### src/rtl/split.sv
// Controlled split: one L token plus one C token is routed to output A (C_data = 0)
// or output B (C_data = 1), each output buffered by an independent one-entry slot.

// One-entry output slot with registered data/valid and same-cycle drain+reload.
//   state      | meaning
//   SLOT_EMPTY | no token held, valid low
//   SLOT_FULL  | token held; data/valid frozen until downstream ready
module split_slot #(
    parameter int WIDTH = 64
) (
    input  logic             clk,
    input  logic             reset,
    input  logic             load,
    input  logic [WIDTH-1:0] load_data,
    input  logic             ready,
    output logic [WIDTH-1:0] slot_data,
    output logic             slot_valid,
    output logic             slot_free
);

    localparam logic [0:0] SLOT_EMPTY = 1'b0;
    localparam logic [0:0] SLOT_FULL  = 1'b1;

    logic [0:0]       slot_state;
    logic [WIDTH-1:0] data_reg;

    assign slot_valid = (slot_state == SLOT_FULL);
    assign slot_data  = data_reg;
    assign slot_free  = (slot_state == SLOT_EMPTY) || ready;

    always_ff @(posedge clk) begin
        if (!reset) begin
            slot_state <= SLOT_EMPTY;
            data_reg   <= '0;
        end else if (load) begin
            slot_state <= SLOT_FULL;
            data_reg   <= load_data;
        end else if (ready) begin
            // data is kept so the bus does not toggle when nothing is offered
            slot_state <= SLOT_EMPTY;
        end
    end

endmodule

module split #(
    parameter int WIDTH = 64
) (
    input  logic             clk,
    input  logic             reset,
    input  logic [WIDTH-1:0] L_data,
    input  logic             L_valid,
    output logic             L_ready,
    input  logic             C_data,
    input  logic             C_valid,
    output logic             C_ready,
    output logic [WIDTH-1:0] A_data,
    output logic             A_valid,
    input  logic             A_ready,
    output logic [WIDTH-1:0] B_data,
    output logic             B_valid,
    input  logic             B_ready
);

    logic pair_valid;
    logic sel_a;
    logic sel_b;
    logic a_free;
    logic b_free;
    logic fire_a;
    logic fire_b;
    logic fire;

    assign pair_valid = L_valid && C_valid;
    assign sel_a      = pair_valid && (C_data == 1'b0);
    assign sel_b      = pair_valid && (C_data == 1'b1);
    assign fire_a     = sel_a && a_free;
    assign fire_b     = sel_b && b_free;

    // reset gates the handshake so no token is consumed while state is being cleared
    assign fire    = reset && (fire_a || fire_b);
    assign L_ready = fire;
    assign C_ready = fire;

    split_slot #(.WIDTH(WIDTH)) u_slot_a (
        .clk        (clk),
        .reset      (reset),
        .load       (fire_a),
        .load_data  (L_data),
        .ready      (A_ready),
        .slot_data  (A_data),
        .slot_valid (A_valid),
        .slot_free  (a_free)
    );

    split_slot #(.WIDTH(WIDTH)) u_slot_b (
        .clk        (clk),
        .reset      (reset),
        .load       (fire_b),
        .load_data  (L_data),
        .ready      (B_ready),
        .slot_data  (B_data),
        .slot_valid (B_valid),
        .slot_free  (b_free)
    );

endmodule

### config.mk
export PLATFORM = sky130hd
export DESIGN_NAME = split
export DESIGN_NICKNAME = d
export VERILOG_FILES = /design/src/rtl/split.sv
export SDC_FILE = /design/constraint.sdc
export NUM_CORES = 1
export LEC_CHECK = 0
export BUFFER_PORTS_ARGS = -buffer_cell sky130_fd_sc_hd__buf_2
export CORE_UTILIZATION = 48
export DETAILED_ROUTE_END_ITERATION = 16
export HOLD_SLACK_MARGIN = 0.02
export PLACE_DENSITY = 0.86
export SLEW_MARGIN = 20
export SYNTH_ARGS = -nofsm -noshare
export SYNTH_HDL_FRONTEND = slang
export SYNTH_SLANG_ARGS = --single-unit
### constraint.sdc
create_clock -name clk -period 1.4 [get_ports clk]
set_input_delay 0.14 -clock clk [delete_from_list [all_inputs] [get_ports clk]]
set_output_delay 0.14 -clock clk [all_outputs]
set_load 0.01 [all_outputs]
After elaboration in Yosys (flattened, before gate mapping)
Index checks and enable logic that the tools add are counted.
{"block": "totals", "out_inout_bits": 132, "word_cells": 22, "inputBits": 71, "regBits": 130}
{"block": "op_classes", "mux": 4, "reduce_logical": 11, "bitwise": 3}
{"cell": "logical AND 1 bit", "count": 6}
{"cell": "2-to-1 mux 1 bit", "count": 4}
{"cell": "nonzero test 2 bit", "count": 2}
{"cell": "logical OR 1 bit", "count": 3}
{"cell": "inverter 1 bit", "count": 3}

Depth between registers and ports, before layout
{"block": "logic_depth", "depth_word": 5, "ltp_mapped": 6, "mapped_depth_nobuf": 3}

Modules after synthesis
From an unflattened synthesis, not the netlist that was laid out.
{"block": "unflattened", "hier_cells": 428, "area_unflattened_um2": 5062.4}
{"mod": "split_slot", "seq_area_each_um2": 1301.2, "instances": 2, "cells_per_inst": 210, "area_each_um2": 2506.2}
{"mod": "split", "seq_area_each_um2": 0.0, "instances": 1, "cells_per_inst": 8, "area_each_um2": 50.0}

Worst setup path after synthesis
Ideal clock, no wire load.
{"block": "synth_timing", "path_type": "register to output", "start": "reg u_slot_a.slot_state (netlist: u_slot_a.slot_valid)", "end": "out L_ready", "t_arrival_ns": 1.289, "required_ns": 1.260, "stages_incl_launch_ff": 7, "setup_slack_ns": -0.029, "n_path_buf": 3, "path_cell_list": "dfxtp_1 -> nor2b_1 -> nor3_2 -> buf_4 -> buf_6 -> o21a_1 -> buf_4"}
{"block": "synth_between", "elab_chain_len": 5}
{"item": "start: declaration", "line_no": "24", "rtl": "logic [0:0] slot_state;"}
{"item": "start signal: assignment", "line_no": "33", "rtl": "slot_state <= SLOT_EMPTY;"}
{"item": "start signal: assignment", "line_no": "36", "rtl": "slot_state <= SLOT_FULL;"}
{"item": "start signal: assignment", "line_no": "40", "rtl": "slot_state <= SLOT_EMPTY;"}
{"item": "inverter 1 bit", "line_no": "29", "rtl": "assign slot_free = (slot_state == SLOT_EMPTY) || ready;"}
{"item": "logical OR 1 bit", "line_no": "29"}
{"item": "logical AND 1 bit", "line_no": "77", "rtl": "assign fire_a = sel_a && a_free;"}
{"item": "logical OR 1 bit", "line_no": "81", "rtl": "assign fire = reset && (fire_a || fire_b);"}
{"item": "logical AND 1 bit", "line_no": "81"}
{"item": "end: declaration", "line_no": "53", "rtl": "output logic L_ready,"}
No other way between the ends.

Worst setup path in the final report
{"block": "layout_timing", "start": "reg u_slot_a.slot_state (netlist: u_slot_a.slot_valid)", "end": "out C_ready"}
{"block": "layout_between", "elab_chain_len": 5}
{"item": "inverter 1 bit", "line_no": "29"}
{"item": "logical OR 1 bit", "line_no": "29"}
{"item": "logical AND 1 bit", "line_no": "77"}
{"item": "logical OR 1 bit", "line_no": "81"}
{"item": "logical AND 1 bit", "line_no": "81"}
{"item": "end: declaration", "line_no": "56", "rtl": "output logic C_ready,"}
No other way between the ends.

==> run metrics <==
DR vias 4572; post-placement cell area a little over 6000 µm²; Hold Violations, Final 0; critical path class reg -> out; routability congestion estimate 0.748; detailed-placement wirelength estimate 8.50 mm; Routed WL per cell approximately 16 µm; fmax 0.608 GHz; NumNets Final 843; Arr. time, crit path between 1500 and 2000 ps; fin crit share 1.18; final worst slack -246 ps; Worst slew margin 0.805; Reg2Reg Depth 6; pre-CTS WS 72.2 ps; Clock Latency Late Sink 510 ps; Worst Setup Start Kind register; ANT cells 0; die width around 100 µm; All-Layer GR Usage 0.263; Cells after Synth 497; DRC viols 0; CP required 1260 ps; Seq cells post-synth 130; pwr/cell area 1220 nW/µm²; 1st-iter DRT viols 148; Util after Layout 0.756; RSZ-0062 raised after global routing yes; worst path cell trace nor2b_4 -> nor3_4 -> buf_6 -> o21a_4 -> buf_6; measured slew at the worst slew-check pin 293 ps; reg-to-reg critical path startpoint u_slot_a.slot_valid; Seq/Total Area, Yosys 0.529; Crit path largest cell delay 340 ps; CP endpoint C_ready; share of layout cells above drive strength 1 0.332; max-slew violations 0; Die Area between 10000 and 15000 µm²; # IOs 203; worst reg2reg path endpoint u_slot_a.slot_data[13]; failing checks negative setup slack; Placed Cells 808; total CTS buffers 17; Hold Crit Class in -> reg; R2R setup slack ~20 ps; synth warn 0; cell mode on critical path buf_6; Worst Clk Skew 7.05 ps; CP Max Fanout 2; number of routed nets with antenna violations 0; CP startpoint u_slot_a.slot_valid; final instance area 7460 µm²; Mapped Area between 4000 and 5000 µm²; die height about 100 µm; synthesized net count 568; H-Tree Depth 4; synth unique cells 15; starting density of the core 0.499; largest net degree at the start of global routing 76; initial antenna violation count 0; core footprint 9860 µm²; first-pass GRT wire length roughly 21 mm; Tot Pwr roughly 9000 µW; Max clock buf depth 2; VDD IR max 622 µV; Synth-to-Final Area Change 51.6%; clk sinks 130; clock-pin slew on the worst setup and hold paths 60 ps; Finished Layout Cells just over 900; top cells by area, synth dfxtp_1, mux2i_1, nand2_1; critical path's slowest cell dfxtp_2; Critical Path Sink Type primary output; FP Rows 36; GRT overflow 0; cell family with most CP delay flip-flops; Filler Cells Inserted about 590; Avg Inst Size Synth 9.90 µm²; multi-input combinational cell area 2100 µm²; port bufs 202; Levels on crit path 5; CTS tree built; maxcap violations 0; Setup violations, final 2; Period minus WS final 1650 ps; Pre-antenna DRT Iters 5; register area between 2000 and 3000 µm²; Vias/cell 4.98; CTS root buf clkbuf_8; top cell type's share of synthesized area 0.529; drt total wl 14.7 mm; Synth area leader dfxtp_1; Leak 0.00342 µW; vias in the first global route 4611; CP Buf/Inv Count 2; status complete, but fails checks
[worst min path at each step]
stage | depth (start not counted) | to | slack [ps] | start
finish | 4 | u_slot_a.slot_valid | 120 | L_valid
global route | 4 | u_slot_a.slot_valid | 120 | C_valid
CTS | 4 | u_slot_a.slot_valid | 70 | C_valid
detailed placement | 3 | u_slot_a.slot_data[40] | 430 | L_data[40]
global placement | 3 | u_slot_a.slot_data[53] | 410 | L_data[53]
floorplan | 2 | u_slot_a.slot_data[0] | 300 | L_data[0]
[area by class of cell]
class	count	share of cell area
clock inverter	12	0.0178
sequential	130	0.349
timing repair buffer	293	0.270
tap	133	0.0223
multi-input combinational	330	0.281
clock buffer	20	0.0597
[repair_timing]
item	CTS	global route
cloned	0	2
hold endpoints to repair	130	0
resized for setup	4	6
buffers inserted	2	4
endpoints found under the setup margin	2	18
pin swaps	2	0
hold buffers	70	0
[per-stage QoR]
step | hold WS (ps) | TNS (ps)
floorplan | 305 | 0
global placement | 410 | 0
detailed placement | 425 | 0
CTS | 73.6 | -466
global route | 122 | -834
finish | 115 | -490
[worst register-to-register path, cell delays in order (launching register included)]
cell and delay, ps:
dfxtp_2 330, nor2b_4 130, nor3_4 140, buf_4 140, buf_6 130, clkbuf_16 220
mux2i_1 220
[cell usage after synthesis (all sizes together)]
| master | n |
|---|---|
| buf | 26 |
| o21a | 2 |
| nand3 | 1 |
| dfxtp | 130 |
| clkbuf | 11 |
| nor3 | 1 |
| a21boi | 1 |
| nand2b | 1 |
| nor2 | 1 |
| mux2i | 128 |
| nor2b | 2 |
| nand2 | 193 |
[power breakdown]
part           switching (µW)  leakage, µW  internal [µW]
registers                73.9      0.00106           3830
logic                     478      0.00209            484
clock network            1630     0.000277           2630
total                    2190      0.00342           6950
[cell families (layout without fill, tap and decap cells)]
kind of cell / count (synthesis) / after routing / share of synthesized area
and+or+nand+nor: 199 / 199 / 0.155
DFF: 130 / 130 / 0.529
AOI/OAI and AO/OA: 3 / 3 / 0.00458
buffers and inverters: 37 / 325 / 0.0509
muxes: 128 / 128 / 0.260
[metal layers]
metal	vias up	track usage	routed length (µm)
li1	2176	-	-
met1	2133	0.263	5610
met2	219	0.493	7650
met3	44	0.0699	981
met4	0	0.153	465
met5	-	0	0
[registers in the layout, indices dropped and copies added, names as in the netlist]
signal and flops:
u_slot_a.slot_data 64, u_slot_b.slot_data 64, u_slot_b.slot_valid 1, u_slot_a.slot_valid 1
[cell usage in the layout, fill, tap and decap left out, types with 2 or more instances in the layout]
master | synthesis | final
buf_4 | 4 | 12
clkbuf_16 | 0 | 18
clkinv_2 | 0 | 3
dlygate4sd3_1 | 0 | 68
clkinvlp_4 | 0 | 3
nor2b_4 | 0 | 2
nand2_1 | 193 | 193
buf_6 | 11 | 5
buf_2 | 11 | 199
mux2i_1 | 128 | 127
buf_12 | 0 | 5
dfxtp_1 | 130 | 129
bufinv_16 | 0 | 2
clkinv_4 | 0 | 3
clkbuf_8 | 0 | 3
Power figures use the tool's default switching activity.
